--- src/rtl/top_syncfifo_tx_if.sv ---
// Bundle of the ASIC push port, the packet control port and the FPGA-facing pads
// of the chip-to-FPGA result transmitter.
interface top_syncfifo_tx_if #(
  parameter int SPI_WIDTH = 32,
  parameter int TX_WIDTH  = 20
);
  logic                 wr_en;
  logic [SPI_WIDTH-1:0] wr_data;
  logic                 wr_ready;
  logic                 overflow;
  logic                 tx_start;
  logic [3:0]           tx_code;
  logic [TX_WIDTH-1:0]  tx_size;
  logic                 tx_idle;
  logic                 tx_done;
  logic                 tx_err;
  logic                 send_req;
  logic                 I_spi_cs_n;
  logic                 O_spi_valid;
  logic [SPI_WIDTH-1:0] O_spi_data;

  modport master (
    output wr_en, wr_data, tx_start, tx_code, tx_size, I_spi_cs_n,
    input  wr_ready, overflow, tx_idle, tx_done, tx_err, send_req, O_spi_valid, O_spi_data
  );

  modport slave (
    input  wr_en, wr_data, tx_start, tx_code, tx_size, I_spi_cs_n,
    output wr_ready, overflow, tx_idle, tx_done, tx_err, send_req, O_spi_valid, O_spi_data
  );
endinterface

--- src/rtl/top_syncfifo_tx.sv ---
// Chip-to-FPGA result transmitter: a synchronous result FIFO drained as one header
// word plus tx_size payload words once the FPGA pulls I_spi_cs_n low.
module top_syncfifo_tx #(
  parameter int SPI_WIDTH       = 32,
  parameter int ADDR_WIDTH_FIFO = 5,
  parameter int TX_WIDTH        = 20
) (
  input logic               clk_chip,
  input logic               reset_chip,
  top_syncfifo_tx_if.slave  bus
);

  localparam int DEPTH = 1 << ADDR_WIDTH_FIFO;
  localparam logic [ADDR_WIDTH_FIFO:0] PTR_ONE = {{ADDR_WIDTH_FIFO{1'b0}}, 1'b1};
  localparam logic [TX_WIDTH-1:0]      CNT_ONE = {{(TX_WIDTH-1){1'b0}}, 1'b1};

  typedef enum logic [2:0] {
    S_IDLE   = 3'd0,
    S_REQ    = 3'd1,
    S_WAIT   = 3'd2,
    S_HEADER = 3'd3,
    S_SEND   = 3'd4,
    S_DONE   = 3'd5
  } state_t;

  logic [SPI_WIDTH-1:0]     mem_q [DEPTH];
  logic [ADDR_WIDTH_FIFO:0] wr_ptr_q;
  logic [ADDR_WIDTH_FIFO:0] rd_ptr_q;
  logic [2:0]               cs_sync_q;
  state_t                   state_q;
  logic [3:0]               code_q;
  logic [TX_WIDTH-1:0]      size_q;
  logic [TX_WIDTH-1:0]      popped_q;
  logic                     overflow_q;
  logic                     send_req_q;
  logic                     valid_q;
  logic                     done_q;
  logic                     err_q;
  logic [SPI_WIDTH-1:0]     data_q;

  logic                     full_s;
  logic                     empty_s;
  logic                     push_s;
  logic                     pop_s;
  logic                     cs_sync_s;
  logic [SPI_WIDTH-1:0]     header_s;

  // FIFO status, handshake decode and header word assembly
  always_comb begin
    full_s    = (wr_ptr_q[ADDR_WIDTH_FIFO] != rd_ptr_q[ADDR_WIDTH_FIFO]) &&
                (wr_ptr_q[ADDR_WIDTH_FIFO-1:0] == rd_ptr_q[ADDR_WIDTH_FIFO-1:0]);
    empty_s   = (wr_ptr_q == rd_ptr_q);
    push_s    = bus.wr_en && !full_s;
    cs_sync_s = cs_sync_q[2];
    // An abort cycle never pops, so unsent words stay queued for the next packet.
    pop_s     = (state_q == S_SEND) && !cs_sync_s && !empty_s && (popped_q < size_q);
    header_s  = '0;
    header_s[TX_WIDTH-1:0]      = size_q;
    header_s[SPI_WIDTH-1 -: 4]  = code_q;
  end

  // Chip-select synchronizer; the pad idles high
  always_ff @(posedge clk_chip or posedge reset_chip) begin
    if (reset_chip) begin
      cs_sync_q <= 3'b111;
    end else begin
      cs_sync_q <= {cs_sync_q[1:0], bus.I_spi_cs_n};
    end
  end

  // FIFO pointers and sticky overflow flag
  always_ff @(posedge clk_chip or posedge reset_chip) begin
    if (reset_chip) begin
      wr_ptr_q   <= '0;
      rd_ptr_q   <= '0;
      overflow_q <= 1'b0;
    end else begin
      if (push_s) begin
        wr_ptr_q <= wr_ptr_q + PTR_ONE;
      end
      if (pop_s) begin
        rd_ptr_q <= rd_ptr_q + PTR_ONE;
      end
      if (bus.wr_en && full_s) begin
        overflow_q <= 1'b1;
      end
    end
  end

  // FIFO storage
  always_ff @(posedge clk_chip) begin
    if (push_s) begin
      mem_q[wr_ptr_q[ADDR_WIDTH_FIFO-1:0]] <= bus.wr_data;
    end
  end

  // Packet sequencer with registered pad and status outputs
  always_ff @(posedge clk_chip or posedge reset_chip) begin
    if (reset_chip) begin
      state_q    <= S_IDLE;
      code_q     <= 4'h0;
      size_q     <= '0;
      popped_q   <= '0;
      send_req_q <= 1'b0;
      valid_q    <= 1'b0;
      done_q     <= 1'b0;
      err_q      <= 1'b0;
      data_q     <= '0;
    end else begin
      valid_q <= 1'b0;
      done_q  <= 1'b0;
      err_q   <= 1'b0;
      case (state_q)
        S_IDLE: begin
          if (bus.tx_start) begin
            code_q  <= bus.tx_code;
            size_q  <= bus.tx_size;
            state_q <= S_REQ;
          end
        end
        S_REQ: begin
          send_req_q <= 1'b1;
          state_q    <= S_WAIT;
        end
        S_WAIT: begin
          if (!cs_sync_s) begin
            send_req_q <= 1'b0;
            popped_q   <= '0;
            state_q    <= S_HEADER;
          end
        end
        S_HEADER: begin
          if (cs_sync_s) begin
            err_q   <= 1'b1;
            state_q <= S_IDLE;
          end else begin
            valid_q <= 1'b1;
            data_q  <= header_s;
            if (size_q == '0) begin
              done_q  <= 1'b1;
              state_q <= S_DONE;
            end else begin
              state_q <= S_SEND;
            end
          end
        end
        S_SEND: begin
          if (cs_sync_s) begin
            err_q   <= 1'b1;
            state_q <= S_IDLE;
          end else if (pop_s) begin
            valid_q  <= 1'b1;
            data_q   <= mem_q[rd_ptr_q[ADDR_WIDTH_FIFO-1:0]];
            popped_q <= popped_q + CNT_ONE;
          end else if (popped_q == size_q) begin
            done_q  <= 1'b1;
            state_q <= S_DONE;
          end
        end
        S_DONE: begin
          if (cs_sync_s) begin
            state_q <= S_IDLE;
          end
        end
        default: begin
          state_q <= S_IDLE;
        end
      endcase
    end
  end

  assign bus.wr_ready    = !full_s;
  assign bus.overflow    = overflow_q;
  assign bus.tx_idle     = (state_q == S_IDLE);
  assign bus.tx_done     = done_q;
  assign bus.tx_err      = err_q;
  assign bus.send_req    = send_req_q;
  assign bus.O_spi_valid = valid_q;
  assign bus.O_spi_data  = data_q;

endmodule
--- src/flat_wrapper.sv ---
// flat-port wrapper written by rule: the top's interface ports become plain ports
module top_syncfifo_tx_flat 
#(
  parameter int SPI_WIDTH       = 32,
  parameter int ADDR_WIDTH_FIFO = 5,
  parameter int TX_WIDTH        = 20
)
  (clk_chip, reset_chip, bus_wr_en, bus_wr_data, bus_tx_start, bus_tx_code, bus_tx_size, bus_I_spi_cs_n, bus_wr_ready, bus_overflow, bus_tx_idle, bus_tx_done, bus_tx_err, bus_send_req, bus_O_spi_valid, bus_O_spi_data);
  top_syncfifo_tx_if #(.SPI_WIDTH(SPI_WIDTH), .TX_WIDTH(TX_WIDTH)) bus_i ();
  input logic clk_chip;
  input logic reset_chip;
  input wire logic [$bits(bus_i.wr_en)-1:0] bus_wr_en;
  input wire logic [$bits(bus_i.wr_data)-1:0] bus_wr_data;
  input wire logic [$bits(bus_i.tx_start)-1:0] bus_tx_start;
  input wire logic [$bits(bus_i.tx_code)-1:0] bus_tx_code;
  input wire logic [$bits(bus_i.tx_size)-1:0] bus_tx_size;
  input wire logic [$bits(bus_i.I_spi_cs_n)-1:0] bus_I_spi_cs_n;
  output wire logic [$bits(bus_i.wr_ready)-1:0] bus_wr_ready;
  output wire logic [$bits(bus_i.overflow)-1:0] bus_overflow;
  output wire logic [$bits(bus_i.tx_idle)-1:0] bus_tx_idle;
  output wire logic [$bits(bus_i.tx_done)-1:0] bus_tx_done;
  output wire logic [$bits(bus_i.tx_err)-1:0] bus_tx_err;
  output wire logic [$bits(bus_i.send_req)-1:0] bus_send_req;
  output wire logic [$bits(bus_i.O_spi_valid)-1:0] bus_O_spi_valid;
  output wire logic [$bits(bus_i.O_spi_data)-1:0] bus_O_spi_data;
  assign bus_i.wr_en = bus_wr_en;
  assign bus_i.wr_data = bus_wr_data;
  assign bus_i.tx_start = bus_tx_start;
  assign bus_i.tx_code = bus_tx_code;
  assign bus_i.tx_size = bus_tx_size;
  assign bus_i.I_spi_cs_n = bus_I_spi_cs_n;
  assign bus_wr_ready = bus_i.wr_ready;
  assign bus_overflow = bus_i.overflow;
  assign bus_tx_idle = bus_i.tx_idle;
  assign bus_tx_done = bus_i.tx_done;
  assign bus_tx_err = bus_i.tx_err;
  assign bus_send_req = bus_i.send_req;
  assign bus_O_spi_valid = bus_i.O_spi_valid;
  assign bus_O_spi_data = bus_i.O_spi_data;
  top_syncfifo_tx #(.SPI_WIDTH(SPI_WIDTH), .ADDR_WIDTH_FIFO(ADDR_WIDTH_FIFO), .TX_WIDTH(TX_WIDTH)) u_core (.clk_chip(clk_chip), .reset_chip(reset_chip), .bus(bus_i));
endmodule
--- config.mk ---
export PLATFORM = sky130hd
export DESIGN_NAME = top_syncfifo_tx_flat
export DESIGN_NICKNAME = d
export VERILOG_FILES = /design/src/rtl/top_syncfifo_tx_if.sv /design/src/rtl/top_syncfifo_tx.sv /design/src/flat_wrapper.sv
export SDC_FILE = /design/constraint.sdc
export NUM_CORES = 1
export LEC_CHECK = 0
export ABC_AREA = 0
export CORE_UTILIZATION = 56
export CTS_CLUSTER_DIAMETER = 50
export DETAILED_ROUTE_END_ITERATION = 6
export HOLD_SLACK_MARGIN = 0.1
export PLACE_DENSITY = 0.73
export SYNTH_ARGS = -nofsm -noshare
export SYNTH_HDL_FRONTEND = slang
export SYNTH_SLANG_ARGS = --single-unit
export TNS_END_PERCENT = 30
--- constraint.sdc ---
create_clock -name clk_chip -period 5.2 [get_ports clk_chip]
set_clock_uncertainty 0.05 [all_clocks]
set_input_delay 1.3 -clock clk_chip [delete_from_list [all_inputs] [get_ports clk_chip]]
set_output_delay 1.3 -clock clk_chip [all_outputs]
set_load 0.005 [all_outputs]
# Word-level counts from Yosys, hierarchy flattened
# Memories as Yosys holds them, arrays and structs flattened.
# Index checks and enable logic that the tools add are counted.
dict set report word_totals {
  regBits 99
  mem_bits_rw 1024
  input_bits 61
  out_inout_bits 39
  word_cells 88
  n_memories 1
}
# memory depth word_bits rd rd_ports_with_merged_regs write_ports line
set memory_table {}
lappend memory_table {u_core.mem_q 32 32 1 0 1 top_syncfifo_tx.sv:26} ;# logic [SPI_WIDTH-1:0] mem_q [DEPTH];
dict set report classes {
  n_addsub 3
  n_lt_le_gt_ge 1
  eq_ne 17
  mux 33
  reduce_logical 20
}
# operator n
set ops {}
lappend ops {{$mux 32} 3}
lappend ops {{$pmux 32 s2} 1}
lappend ops {{$mux 20} 3}
lappend ops {{$pmux 20 s2} 1}
lappend ops {{$mux 3} 7}
lappend ops {{$add 20x1->20 const B} 1}
lappend ops {{$eq 20x20->1} 1}
lappend ops {{$logic_not 20->1} 1}
lappend ops {{$lt 20x20->1} 1}
lappend ops {{$pmux 3 s6} 1}
lappend ops {{$mux 1} 14}
lappend ops {{$add 6x1->6 const B} 2}
lappend ops {{$ne 2x2->1 const B} 4}
lappend ops {{$reduce_and 4->1} 2}
lappend ops {{$eq 3x2->1 const B} 2}
lappend ops {{$eq 3x3->1 const B} 2}
lappend ops {{$eq 6x6->1} 1}
lappend ops {{$logic_and 1x1->1} 6}
lappend ops {{$ne 3x2->1 const B} 2}
lappend ops {{$pmux 1 s2} 3}
lappend ops {{$reduce_bool 2->1} 3}
lappend ops {{$eq 5x5->1} 1}
lappend ops {{$reduce_and 5->1} 1}
lappend ops {{$ne 2x1->1 const B} 2}
lappend ops {{other kinds (6)} 9}

# Depth between registers and ports, before layout
dict set report logic_depth {
  ltp_word 7
  depth_mapped 11
  depth_no_buf 9
}

# Worst setup path after synthesis
# OpenSTA, ideal clock, no wires.
dict set report synth_timing {
  path_kind {input-to-reg}
  from {in bus_wr_en}
  to {mem u_core.mem_q[31][0], enable pin}
  arrival_time_ns 4.346
  slack_ns 0.343
  stages 5
  n_path_buf 1
  path_cell_list {inv_1 a31oi_1 nand2_1 clkbuf_1 nor3_1}
}
dict set report synth_via {
  elab_chain_cells 3
}
# element line
set synth_rtl {}
lappend synth_rtl {{start, declared} flat_wrapper.sv:12} ;# input wire logic [$bits(bus_i.wr_en)-1:0] bus_wr_en;
lappend synth_rtl {{$logic_and 1x1->1} top_syncfifo_tx.sv:53} ;# push_s = bus.wr_en && !full_s;
lappend synth_rtl {{$mux 1} top_syncfifo_tx.sv:92} ;# if (push_s) begin
lappend synth_rtl {{$mux 1 (not written as such)} top_syncfifo_tx.sv:93} ;# mem_q[wr_ptr_q[ADDR_WIDTH_FIFO-1:0]] <= bus.wr_data;
lappend synth_rtl {{end, declared} top_syncfifo_tx.sv:26}
# No other way between the ends.

# Final worst setup path
dict set report layout_timing {
  from {reg u_core.rd_ptr_q[4]}
  to {out bus_wr_ready}
}
dict set report layout_via {
  elab_chain_cells 3
}
# element line
set layout_rtl {}
lappend layout_rtl {{start, declared} top_syncfifo_tx.sv:28} ;# logic [ADDR_WIDTH_FIFO:0] rd_ptr_q;
lappend layout_rtl {{start signal, assigned} top_syncfifo_tx.sv:82} ;# rd_ptr_q <= rd_ptr_q + PTR_ONE;
lappend layout_rtl {{$eq 5x5->1} top_syncfifo_tx.sv:51} ;# (wr_ptr_q[ADDR_WIDTH_FIFO-1:0] == rd_ptr_q[ADDR_WIDTH_FIFO-1:0]);
lappend layout_rtl {{$logic_and 1x1->1} top_syncfifo_tx.sv:50} ;# full_s = (wr_ptr_q[ADDR_WIDTH_FIFO] != rd_ptr_q[ADDR_WIDTH_FIFO]) &&
lappend layout_rtl {{$logic_not 1->1} top_syncfifo_tx.sv:172} ;# assign bus.wr_ready = !full_s;
lappend layout_rtl {{end, declared} flat_wrapper.sv:18} ;# output wire logic [$bits(bus_i.wr_ready)-1:0] bus_wr_ready;
# No other way between the ends.

==> qor.csv <==
metric;value;unit
via count;22840;
Reg2Reg Setup Slack;1.62;ns
max_cap viols;0;
total gr overflow;0;
static leakage;0.01626;uW
Worst Hold End;u_core.cs_sync_q[2]$_DFF_PP1_;
# rows;102;
clk root buf;clkbuf_16;
Max Fclk;0.2466;GHz
IO buf count;99;
global-route wire length before repair;157300;um
share of cells above drive strength 1;24.81;%
pin count of the biggest net entering global routing;133;
largest family of logic cells by synthesized area;multiplexers;
chip width;282.3;um
Fillers;4971;
Post-Synth Simple-Gate Area;3.177;%
post-CTS setup buffers;0;
WL final;107100;um
Synth Warn #;0;
crit-path leading delay family;flip-flops;
Post-Synthesis Cell Area;43990;um^2
register clock-pin slew on the reported worst setup and hold paths;0.06;ns
initial antenna violation count;1;
DIE HEIGHT;282.3;um
CP max stage delay;0.70;ns
FF-to-FF End;u_core.bus.O_spi_data[14]$_DFFE_PP0P_;
Clock Path Buffers;3;
Req. time, crit path;3.85;ns
Hold Buf Count CTS;0;
Worst Tran Pin Value;1.306;ns
Setup Viol. Count Final;0;
Resize count post-CTS;0;
Clock Latency Late Sink;0.67;ns
Reg area;33250;um^2
top_reg_cell synth;edfxtp_1;
Post-DRT Antenna Nets;0;
post-DR wirelength/cell;30.60;um
mean number of vias per cell;6.528;
status;complete, no violations;
Period minus WS final;4.055;ns
Remaining DRCs;0;
fin. max-slew vios;0;
syn_nets;2265;
CP Cell Sequence;xor2_1, nor3_1, nand3_1, clkdlybuf4s50_1;
Tcrit/Tclk final;77.98;%
Seq/Total Area, Yosys;75.54;%
Iteration-0 DRC Markers;2652;
GRT Util Overall;27.65;%
CTS sink count;1123;
CP endpoint kind;output port;
worst hold path startpoint;u_core.cs_sync_q[1]$_DFF_PP1_;
Pwr Density;495.1;nW/um^2
Synth async-reset ratio;8.816;%
mux contribution to synthesized area;15.66;%
Cells after DPL;3289;
die area;79680;um^2
distinct cell type count after synthesis;56;
peak supply drop;307.8;uV
Top-Level Pins;100;
Critical R2R Launch;u_core.rd_ptr_q[2]$_DFFE_PP0P_;
crit path buf inv count;1;
dpl hpwl;63010;um
Post-Layout Cell Count;3499;
hold depth;0;
worst hold path class;register to register;
CTS tree;yes;
CTS H-tree lvls;3;
ant diodes;0;
Setup CP Type;register to output port;
Critical Path Fanout Max;32;
Nets;2451;
DRT Pass-1 Iters;5;
post-synthesis xor/xnor area fraction;0.3186;%
reg2reg path depth;7;
TritonCTS Buffers;113;
Syn-to-layout area delta;15.65;%
Final Hold Vio Count;0;
area occupied by multi-input gates;10320;um^2
initial cell density of the core;56.69;%
unrepaired setup endpoints after global routing;no;
Synth Instances;2178;
worst rel slew slack;12.69;%
Crit-path slowest cell;dfrtp_4;
crit path launch type;register;
Post-synth EDFFs;1024;
Setup TNS;0;ns
RD Place Congestion;0.8768;
Synth Area in Compound Gates;3.004;%
Synth Area in Adders;0.7395;%
Yosys reg bits;1123;
syn_area_per_cell;20.20;um^2
critical path arrival;2.70;ns
core area;77590;um^2
vias in the first global route;23240;
-- placed cells by master (no fill, tap or decap), types with 11 or more instances in the layout --
cell type	n
a21oi_1	26
a22oi_1	18
a31oi_1	21
a32oi_1	11
buf_12	19
buf_4	72
bufinv_16	22
clkbuf_1	22
clkbuf_16	118
clkdlybuf4s50_1	98
clkinv_1	14
clkinv_2	20
dfrtp_1	91
edfxtp_1	1024
ha_1	26
inv_1	28
mux2_2	45
mux2i_1	74
mux4_2	250
nand2_1	109
nand2b_1	13
nand3_1	35
nand4_1	12
nor2_1	20
nor2_4	31
nor2b_1	13
nor3_1	23
o21ai_0	51
o22ai_1	17
-- per-stage QoR --
step	worst slack [ns]	hold WS, ns	cell area, um^2	power, uW	util, %
floorplan	0.3430	0.2952	43990	14580	-
global placement	1.212	0.3006	46890	16550	60.42
detailed placement	1.182	0.3036	46890	16670	60.42
CTS	1.109	0.3121	50880	25300	65.57
global route	0.9597	0.3165	50880	26000	65.57
finish	1.145	0.3090	50880	25190	65.57
-- cell families after synthesis --
logic type               Yosys count
buffers and inverters            149
multiplexers                     370
AND/OR/NAND/NOR                  295
adder cells (fa/ha/maj)           26
AO/OA/AOI/OAI                    199
flip-flops                      1123
XOR/XNOR                          16
-- sequential cells by signal (all words and copies together) (netlist names), 3 cells and up --
register	count
u_core.bus.O_spi_data	32
u_core.state_q	3
u_core.mem_q	1024
u_core.size_q	20
u_core.code_q	4
u_core.cs_sync_q	3
u_core.rd_ptr_q	6
u_core.popped_q	20
u_core.wr_ptr_q	6
-- worst max-delay path by stage --
stage | start | end | slack, ns | depth (start not counted)
after detailed placement | bus_wr_en | u_core.mem_q[11][13]$_DFFE_PP_ | 1.18 | 7
final | u_core.rd_ptr_q[4]$_DFFE_PP0P_ | bus_wr_ready | 1.15 | 4
after CTS | u_core.rd_ptr_q[2]$_DFFE_PP0P_ | bus_wr_ready | 1.11 | 4
after global routing | u_core.rd_ptr_q[4]$_DFFE_PP0P_ | bus_wr_ready | 0.96 | 4
after global placement | bus_wr_en | u_core.mem_q[11][29]$_DFFE_PP_ | 1.21 | 7
after floorplan | bus_wr_en | u_core.mem_q[31][0]$_DFFE_PP_ | 0.34 | 5
-- layer usage --
metal	GRT usage [%]	part of all wire, %
met2	43.85	48
met1	39.55	39
met5	0	0
met3	4.782	9.5
met4	9.037	2.8
-- report_power, final --
group	leakage (uW)	internal (uW)	switching [uW]
registers	0.0105	10600	520
logic	0.00386	2410	3000
clock network	0.00194	5260	3390
-- cells in the mapped netlist, drive strengths merged (4+ instances only) --
cell / instances / area share [%]
a41oi: 8 / 0.16
ha: 26 / 0.74
nor2b: 14 / 0.20
nand2: 109 / 0.93
a22oi: 18 / 0.31
clkbuf: 46 / 0.39
o21ai: 51 / 0.58
nand2b: 13 / 0.18
nand3: 35 / 0.40
a32oi: 11 / 0.22
mux2i: 74 / 1.7
a22o: 9 / 0.18
and2: 5 / 0.071
o22ai: 17 / 0.24
inv: 30 / 0.26
mux2: 46 / 1.2
and3: 4 / 0.057
a221o: 6 / 0.14
a211oi: 9 / 0.15
nor2: 52 / 0.44
or4: 5 / 0.085
nor4: 6 / 0.085
mux4: 250 / 13
o31ai: 6 / 0.10
a31oi: 21 / 0.30
nor3: 24 / 0.27
o31a: 8 / 0.16
xnor2: 9 / 0.18
xor2: 7 / 0.14
edfxtp: 1024 / 70
buf: 73 / 0.91
a21oi: 27 / 0.32
or3: 5 / 0.071
dfrtp: 96 / 5.5
nand4: 13 / 0.20
-- final cells by class --
cell class,count,area share [%]
Multi-Input combinational cell,906,20.28
Clock inverter,68,1.820
Clock buffer,142,6.021
Sequential cell,1123,65.35
Tap cell,1040,2.558
Timing Repair Buffer,190,3.748
Inverter,30,0.2263
Note: power is estimated with default switching activity, not from simulation.
